==> src/rtl/uart_word_tx_if.sv <==
`default_nettype none
// +--------------------------------------------------------------------+
// | Module   : uart_word_tx_if                                         |
// | Purpose  : Serial-output handshake between the control unit and    |
// |            the word-wide UART transmitter.                         |
// | Signals  : SerialOutEn  control unit -> tx, start request (edge)   |
// |            SerialData   control unit -> tx, word to send           |
// |            tx           tx -> line, UART serial output, idle high  |
// |            TX_flag      tx -> control unit, one-cycle done pulse   |
// |            busy         tx -> control unit, transfer in progress   |
// | Modports : master (control unit side), slave (transmitter side)    |
// | Revision : 1.0  initial release                                    |
// +--------------------------------------------------------------------+
interface uart_word_tx_if #(
    parameter int WORD_LENGTH = 32
);
    logic                   SerialOutEn;
    logic [WORD_LENGTH-1:0] SerialData;
    logic                   tx;
    logic                   TX_flag;
    logic                   busy;

    modport master (
        output SerialOutEn,
        output SerialData,
        input  tx,
        input  TX_flag,
        input  busy
    );

    modport slave (
        input  SerialOutEn,
        input  SerialData,
        output tx,
        output TX_flag,
        output busy
    );
endinterface
`default_nettype wire

==> src/rtl/uart_word_tx.sv <==
`default_nettype none
// +--------------------------------------------------------------------+
// | Module   : uart_word_tx                                            |
// | Purpose  : Captures one WORD_LENGTH-bit word on a rising edge of   |
// |            SerialOutEn and sends it as WORD_LENGTH/8 UART 8N1      |
// |            frames, least-significant byte first, then pulses       |
// |            TX_flag for one cycle.                                  |
// | Ports    : clk    system clock, rising edge                        |
// |            reset  synchronous, active-high                         |
// |            bus    uart_word_tx_if.slave (SerialOutEn, SerialData,  |
// |                   tx, TX_flag, busy)                               |
// | Params   : WORD_LENGTH  word width, multiple of 8                  |
// |            BAUD_DIV     clk cycles per UART bit, >= 2              |
// | Revision : 1.0  initial release                                    |
// +--------------------------------------------------------------------+
module uart_word_tx #(
    parameter int WORD_LENGTH = 32,
    parameter int BAUD_DIV    = 434
) (
    input  logic          clk,
    input  logic          reset,
    uart_word_tx_if.slave bus
);

    localparam int NBYTES   = WORD_LENGTH / 8;
    localparam int c_BAUD_W = $clog2(BAUD_DIV);
    localparam int c_BYTE_W = (NBYTES > 1) ? $clog2(NBYTES) : 1;

    localparam logic [c_BAUD_W-1:0] c_BAUD_LAST = c_BAUD_W'(BAUD_DIV - 1);
    localparam logic [c_BYTE_W-1:0] c_BYTE_LAST = c_BYTE_W'(NBYTES - 1);

    localparam logic [2:0] c_IDLE  = 3'd0;
    localparam logic [2:0] c_START = 3'd1;
    localparam logic [2:0] c_DATA  = 3'd2;
    localparam logic [2:0] c_STOP  = 3'd3;
    localparam logic [2:0] c_DONE  = 3'd4;

    // Registered state
    logic [2:0]             r_state;
    logic                   r_en_d;
    logic [WORD_LENGTH-1:0] r_word;     // bytes still to be sent, next one in [7:0]
    logic [7:0]             r_shift;
    logic [2:0]             r_bit_cnt;
    logic [c_BYTE_W-1:0]    r_byte_cnt;
    logic [c_BAUD_W-1:0]    r_baud_cnt;
    logic                   r_tx;
    logic                   r_flag;
    logic                   r_busy;

    // Next-state values
    logic [2:0]             w_state;
    logic                   w_en_d;
    logic [WORD_LENGTH-1:0] w_word;
    logic [7:0]             w_shift;
    logic [2:0]             w_bit_cnt;
    logic [c_BYTE_W-1:0]    w_byte_cnt;
    logic [c_BAUD_W-1:0]    w_baud_cnt;
    logic                   w_tx;
    logic                   w_flag;
    logic                   w_busy;

    logic                   w_accept;
    logic                   w_bit_end;

    assign w_accept  = bus.SerialOutEn & ~r_en_d;
    assign w_bit_end = (r_baud_cnt == c_BAUD_LAST);

    always_comb begin
        w_state    = r_state;
        w_en_d     = bus.SerialOutEn;
        w_word     = r_word;
        w_shift    = r_shift;
        w_bit_cnt  = r_bit_cnt;
        w_byte_cnt = r_byte_cnt;
        w_baud_cnt = r_baud_cnt;
        w_tx       = r_tx;
        w_flag     = r_flag;
        w_busy     = r_busy;

        case (r_state)
            c_IDLE: begin
                w_baud_cnt = '0;
                w_tx       = 1'b1;
                w_flag     = 1'b0;
                w_busy     = 1'b0;
                if (w_accept) begin
                    // Byte 0 goes straight into the shifter; the rest waits in r_word.
                    w_word     = bus.SerialData >> 8;
                    w_shift    = bus.SerialData[7:0];
                    w_byte_cnt = '0;
                    w_bit_cnt  = '0;
                    w_tx       = 1'b0;
                    w_busy     = 1'b1;
                    w_state    = c_START;
                end
            end

            c_START: begin
                if (w_bit_end) begin
                    w_baud_cnt = '0;
                    w_bit_cnt  = '0;
                    w_tx       = r_shift[0];
                    w_state    = c_DATA;
                end else begin
                    w_baud_cnt = r_baud_cnt + 1'b1;
                end
            end

            c_DATA: begin
                if (w_bit_end) begin
                    w_baud_cnt = '0;
                    w_shift    = r_shift >> 1;
                    if (r_bit_cnt == 3'd7) begin
                        w_tx    = 1'b1;
                        w_state = c_STOP;
                    end else begin
                        // Register the bit that becomes r_shift[0] after this shift.
                        w_bit_cnt = r_bit_cnt + 1'b1;
                        w_tx      = r_shift[1];
                    end
                end else begin
                    w_baud_cnt = r_baud_cnt + 1'b1;
                end
            end

            c_STOP: begin
                if (w_bit_end) begin
                    w_baud_cnt = '0;
                    if (r_byte_cnt < c_BYTE_LAST) begin
                        // Next frame starts with no idle gap.
                        w_byte_cnt = r_byte_cnt + 1'b1;
                        w_shift    = r_word[7:0];
                        w_word     = r_word >> 8;
                        w_tx       = 1'b0;
                        w_state    = c_START;
                    end else begin
                        w_flag  = 1'b1;
                        w_state = c_DONE;
                    end
                end else begin
                    w_baud_cnt = r_baud_cnt + 1'b1;
                end
            end

            c_DONE: begin
                w_baud_cnt = '0;
                w_tx       = 1'b1;
                w_flag     = 1'b0;
                w_busy     = 1'b0;
                w_state    = c_IDLE;
            end

            default: begin
                w_baud_cnt = '0;
                w_tx       = 1'b1;
                w_flag     = 1'b0;
                w_busy     = 1'b0;
                w_state    = c_IDLE;
            end
        endcase
    end

    always_ff @(posedge clk) begin
        if (reset) begin
            r_state    <= c_IDLE;
            r_en_d     <= 1'b0;
            r_word     <= '0;
            r_shift    <= '0;
            r_bit_cnt  <= '0;
            r_byte_cnt <= '0;
            r_baud_cnt <= '0;
            r_tx       <= 1'b1;
            r_flag     <= 1'b0;
            r_busy     <= 1'b0;
        end else begin
            r_state    <= w_state;
            r_en_d     <= w_en_d;
            r_word     <= w_word;
            r_shift    <= w_shift;
            r_bit_cnt  <= w_bit_cnt;
            r_byte_cnt <= w_byte_cnt;
            r_baud_cnt <= w_baud_cnt;
            r_tx       <= w_tx;
            r_flag     <= w_flag;
            r_busy     <= w_busy;
        end
    end

    assign bus.tx      = r_tx;
    assign bus.TX_flag = r_flag;
    assign bus.busy    = r_busy;

endmodule
`default_nettype wire
==> src/flat_wrapper.sv <==
// flat-port wrapper written by rule: the top's interface ports become plain ports
module uart_word_tx_flat 
#(
    parameter int WORD_LENGTH = 32,
    parameter int BAUD_DIV    = 434
)
  (clk, reset, bus_SerialOutEn, bus_SerialData, bus_tx, bus_TX_flag, bus_busy);
  uart_word_tx_if #(.WORD_LENGTH(WORD_LENGTH)) bus_i ();
  input  logic clk;
  input  logic reset;
  input wire logic [$bits(bus_i.SerialOutEn)-1:0] bus_SerialOutEn;
  input wire logic [$bits(bus_i.SerialData)-1:0] bus_SerialData;
  output wire logic [$bits(bus_i.tx)-1:0] bus_tx;
  output wire logic [$bits(bus_i.TX_flag)-1:0] bus_TX_flag;
  output wire logic [$bits(bus_i.busy)-1:0] bus_busy;
  assign bus_i.SerialOutEn = bus_SerialOutEn;
  assign bus_i.SerialData = bus_SerialData;
  assign bus_tx = bus_i.tx;
  assign bus_TX_flag = bus_i.TX_flag;
  assign bus_busy = bus_i.busy;
  uart_word_tx #(.WORD_LENGTH(WORD_LENGTH), .BAUD_DIV(BAUD_DIV)) u_core (.clk(clk), .reset(reset), .bus(bus_i));
endmodule
==> config.mk <==
export PLATFORM = sky130hd
export DESIGN_NAME = uart_word_tx_flat
export DESIGN_NICKNAME = d
export VERILOG_FILES = /design/src/rtl/uart_word_tx_if.sv /design/src/rtl/uart_word_tx.sv /design/src/flat_wrapper.sv
export SDC_FILE = /design/constraint.sdc
export NUM_CORES = 1
export LEC_CHECK = 0
export ABC_AREA = 1
export BUFFER_PORTS_ARGS = -buffer_cell sky130_fd_sc_hd__buf_2
export CAP_MARGIN = 25
export CORE_MARGIN = 2
export CORE_UTILIZATION = 57
export DETAILED_ROUTE_END_ITERATION = 10
export GPL_TIMING_DRIVEN = 0
export PLACE_DENSITY_LB_ADDON = 0.3
export SLEW_MARGIN = 25
export SYNTH_ARGS = -nofsm -noshare
export SYNTH_HDL_FRONTEND = slang
export SYNTH_SLANG_ARGS = --single-unit
==> constraint.sdc <==
create_clock -name clk -period 1.99 [get_ports clk]
set_input_delay 0.0995 -clock clk [delete_from_list [all_inputs] [get_ports clk]]
set_output_delay 0.0995 -clock clk [all_outputs]
set_load 0.05 [all_outputs]
# [Yosys cells after proc, flatten, opt, wreduce, memory -nomap -nowiden]
# Index checks and enable logic that the tools add are counted.
[classes] muxes=37 n_reduce_logical=13 n_addsub=3 order_cmp=1 n_eq_ne=13 bitwise_logic=4
[ops] op="2-to-1 mux 32 bit" count=3
[ops] op="one-hot mux 32 bit (2 select lines)" count=1
[ops] op="2-to-1 mux 8 bit" count=4
[ops] op="2-to-1 mux 3 bit" count=10
[ops] op="one-hot mux 8 bit (3 select lines)" count=1
[ops] op="AND reduction 5 bit" count=3
[ops] op="!= test 2 x 1 -> 1 bit, second input constant" count=6
[ops] op="one-hot mux 3 bit (4 select lines)" count=1
[ops] op="adder 9 x 1 -> 9 bit, second input constant" count=1
[ops] op="== test 9 bit, second input constant" count=1
[ops] op="2-to-1 mux 1 bit" count=9
[ops] op="one-hot mux 3 bit (3 select lines)" count=1
[ops] op="AND reduction 4 bit" count=2
[ops] op="== test 3 x 2 -> 1 bit, second input constant" count=2
[ops] op="2-to-1 mux 2 bit" count=3
[ops] op="nonzero test 3 bit" count=2
[ops] op="OR reduction 3 bit" count=2
[ops] op="!= test 2 bit, second input constant" count=2
[ops] op="one-hot mux 1 bit (2 select lines)" count=2
[ops] op="one-hot mux 1 bit (4 select lines)" count=1
[ops] op="one-hot mux 2 bit (2 select lines)" count=1
[ops] op="adder 3 x 1 -> 3 bit, second input constant" count=1
[ops] op="== test 3 x 1 -> 1 bit, second input constant" count=1
[ops] op="== test 3 bit, second input constant" count=1
[ops] op="other kinds (8)" count=10
[word_totals] reg_bits=61

# [Logic depth before layout (Yosys ltp)]
[logic_depth] ltp_word=4 depth_mapped=12 mapped_depth_nobuf=11

# [Worst setup path after synthesis]
# No wires, ideal clock.
[synth_path] path_kind="reg2reg" startpoint="register u_core.r_baud_cnt[0]" endpoint="register u_core.r_word[10]" path_buffers=2 setup_slack_ns=0.426 path_stages_with_launch=11 arrival_ns=1.453 period_less_slack_ns=1.564 path_cell_list="dfxtp_1 -> ha_1 -> nand2_1 -> nor2_1 -> nand2_2 -> a21oi_2 -> nand2_2 -> buf_6 -> buf_6 -> nor2_2 -> nor2_1"
[synth_via] elab_chain_len=3
[synth_rtl] element="start, declared" line_no="uart_word_tx.sv:45" rtl="logic [c_BAUD_W-1:0] r_baud_cnt;"
[synth_rtl] element="start signal, assigned" line_no="uart_word_tx.sv:182" rtl="r_baud_cnt <= w_baud_cnt;"
[synth_rtl] element="== test 9 bit" line_no="uart_word_tx.sv:66" rtl="assign w_bit_end = (r_baud_cnt == c_BAUD_LAST);"
[synth_rtl] element="!= test 2 x 1 -> 1 bit (no line)"
[synth_rtl] element="AND reduction 4 bit (no line)"
[synth_rtl] element="end signal, assigned" line_no="uart_word_tx.sv:178" rtl="r_word <= w_word;"
[synth_rtl] element="end, declared" line_no="uart_word_tx.sv:41" rtl="logic [WORD_LENGTH-1:0] r_word;"
# No other way between the ends.
# A chain may end at the register's enable or synchronous reset.

# [Final worst setup path]
[layout_path] startpoint="register u_core.r_baud_cnt[0]" endpoint="register u_core.r_word[12]"
# The elaborated chain is that of the path after synthesis.

==> summary.txt <==
Logic synthesis
  • Yosys top cell area share: 0.374
  • Async SR Flop Fraction: 0
  • Synth warn: 0
  • EDFF count, synth: 0
  • Leading area contributor after synthesis: dfxtp_1
  • Post-synth design cell area: 2840 um^2
  • Synth unique cells: 27
  • Synth cell count leaders: nand2_1, nor2_1, inv_1, dfxtp_1, o21ai_0
  • Net count after synthesis: 493
  • Most frequent cell after synthesis: nand2_1
  • Flops & latches, synth: 53
  • Sequential area share after synthesis: 0.374
  • Top_reg_cell synth: dfxtp_1
  • Synth area leaders: dfxtp_1, nand2_1, nor2_1
  • Post-Syn Instances: 453
  • Avg Synthesized Cell Area: 6.26 um^2

GRT
  • Vias in the first global route: 2450
  • Initial antenna violation count: 0
  • Pin count of the biggest net entering global routing: 17
  • Overall Global Routing Usage: 0.236
  • Total gr overflow: 0
  • Global-route wire length before repair: 10.2 mm

Floorplan
  • Chip height: 74.5 um
  • Core ar.: 4750 um^2
  • Starting Density: 0.597
  • Die W: 74.5 um
  • Die ar.: 5560 um^2
  • IO Count: 38
  • Rows: 25

Timing
  • Fin Clk Skew: 0.00724 ns
  • RSZ-0062 raised after global routing: no
  • Slew Limit Fails: 0
  • Fin crit period: 1.80 ns
  • Fmax: 557 MHz
  • Relative slew slack: 0.642
  • Crit share post-route: 0.903
  • Final hold vios: 0
  • Hold Slack: 0.00943 ns
  • Tightest Pin Transition: 0.536 ns
  • Setup TNS Final: 0 ns
  • Final setup vio count: 0

Run
  • Max-capacitance violation count: 0

Detailed routing
  • DRC Markers: 0
  • DRT antenna net count: 0
  • Drt pass-1 iters: 4
  • Via count: 2682
  • DRT iter0 DRCs: 205
  • Routed wire length: 6.01 mm
  • Wirelength per Cell: 10.7 um
  • Via-per-instance ratio: 4.76

Cells and area
  • Layout Nets: 536
  • Synthesis-to-finish area growth: 13.8%
  • Layout cells sized above 1: 0.181
  • Ant. Diodes: 0

Clock network
  • Worst skew pair latency: 0.31 ns
  • Clock buffer depth: 2
  • Clock sink total: 53
  • Clk slew on worst S/H paths: 0.10 ns
  • CTS Hold Buffers Added: 0
  • TritonCTS clock tree: done
  • Clock root cell: clkbuf_8
  • H-tree level count: 2
  • Total CTS buffers: 5

Setup path
  • Crit-path max FO: 10
  • CP Launch Type: register
  • Worst path max stage delay: 0.39 ns
  • CP required: 2.20 ns
  • Crit path kind: register to register
  • WP data arrival: 2.00 ns
  • Critical-path cell list: ha_1 -> nand2_1 -> nor2_1 -> nand2_2 -> a21oi_4 -> nand2_2 -> buf_6 -> buf_6 -> nor2_2 -> nor2_1
  • CP endpoint kind: register
  • Slowest stage cell, crit path: dfxtp_1

Place
  • Detailed placement HPWL: 4.37 mm
  • IO Port Bufs: 36
  • Gpl congestion: 0.953

Power
  • Max VDD drop: 0.754 mV
  • Pwr dens: 1370 nW/um^2
  • Leak: 1.70 nW

Status
  • Status: finished, final reports clean

Hold path
  • Hold Path Class: input pin to register
[flip-flops by register name, summed over array words and instances, names as in the netlist, 2 cells and up]
signal / count
u_core.r_baud_cnt: 9
u_core.r_bit_cnt: 3
u_core.r_byte_cnt: 2
u_core.r_shift: 8
u_core.r_state: 3
u_core.r_word: 24
[cell families (layout without fill, tap and decap cells)]
kind of cell	after synthesis	in the layout	synth area share
DFF	53	53	0.374
and+or+nand+nor	266	266	0.386
buffers and inverters	84	128	0.127
AOI/OAI and AO/OA	43	43	0.0843
adders and majority gates	5	5	0.0221
xor gates and xnor gates	2	2	0.00618
[worst paths after layout]
kind                   startpoint                   end  slack [ns]  depth (start not counted)
max reg2reg  u_core.r_baud_cnt[0]     u_core.r_word[12]        0.19                         10
max          u_core.r_baud_cnt[0]     u_core.r_word[12]        0.19                         10
min               bus_SerialOutEn         u_core.r_en_d       0.009                          3
min reg2reg  u_core.r_baud_cnt[0]  u_core.r_baud_cnt[0]        0.48                          1
[worst max-delay path, delay by kind of cell (launching register included)]
kind,cells,cell delay (ns)
compound gates,1,0.22
simple gates,6,0.61
buf+inv,2,0.30
fa+ha+maj,1,0.16
flops,1,0.39
[cells in the final DEF (no fill, tap or decap)]
| cell | synthesis | layout |
|---|---|---|
| buf_6 | 5 | 5 |
| o22ai_1 | 1 | 1 |
| o21ai_4 | 1 | 1 |
| buf_2 | 6 | 42 |
| o21ai_0 | 28 | 28 |
| xnor2_1 | 1 | 1 |
| nor3b_1 | 1 | 1 |
| a32oi_1 | 1 | 1 |
| nor2_1 | 89 | 89 |
| nor2_2 | 23 | 23 |
| ha_1 | 5 | 5 |
| bufinv_16 | 0 | 1 |
| clkbuf_8 | 0 | 6 |
| clkbuf_1 | 7 | 7 |
| clkinvlp_4 | 0 | 1 |
| a31oi_1 | 1 | 1 |
| or2_2 | 1 | 1 |
| nand2_2 | 3 | 3 |
| a21oi_1 | 9 | 9 |
| nor3_1 | 1 | 1 |
| a21oi_4 | 0 | 1 |
| nand2_1 | 134 | 134 |
| nand3_1 | 12 | 12 |
| dfxtp_1 | 53 | 53 |
| inv_1 | 61 | 61 |
| a211oi_1 | 1 | 1 |
| inv_2 | 5 | 5 |
| xor2_1 | 1 | 1 |
| nand4_1 | 1 | 1 |
| nor2_4 | 1 | 1 |
[repair_timing]
| item | CTS | global route |
|---|---|---|
| setup endpoints to repair | 0 | 3 |
| resized for setup | 0 | 1 |
| buffers inserted | 0 | 0 |
| endpoints found under the hold margin | 0 | 0 |
[through the flow]
step                      setup slack (ns)  cell area (um^2)   util  cells  total power [mW]
after floorplan                      0.426              2840      -    453              3.24
after global placement               0.159              3100  0.652    556              3.59
after detailed placement             0.137              3100  0.652    556              3.66
after CTS                            0.111              3220  0.677    564              4.42
after global routing                0.0242              3230  0.679    564              4.85
final                                0.194              3230  0.679    564              4.42
[layout make-up]
class / count / area [um^2]
clock buffer: 6 / 82.6
clock inverter: 2 / 37.5
sequential: 53 / 1060
timing repair buffer: 36 / 180
multi-input combinational: 316 / 1420
fill: 440 / 1530
inverter: 66 / 248
buffer: 18 / 113
tap: 67 / 83.8
[power by group]
group          switching (mW)  internal (mW)  leakage [nW]  total, mW
Combinational            1.34          0.720          1.20       2.06
Clock                   0.357          0.409        0.0574      0.767
Sequential              0.150           1.45         0.437       1.60
[layer usage]
metal / share of wire / vias up / track usage
li1: - / 1435 / -
met1: 0.46 / 1172 / 0.281
met2: 0.48 / 69 / 0.434
met3: 0.046 / 6 / 0.0393
met4: 0.011 / 0 / 0.0675
met5: 0 / - / 0
Note: power is estimated with default switching activity, not from simulation.
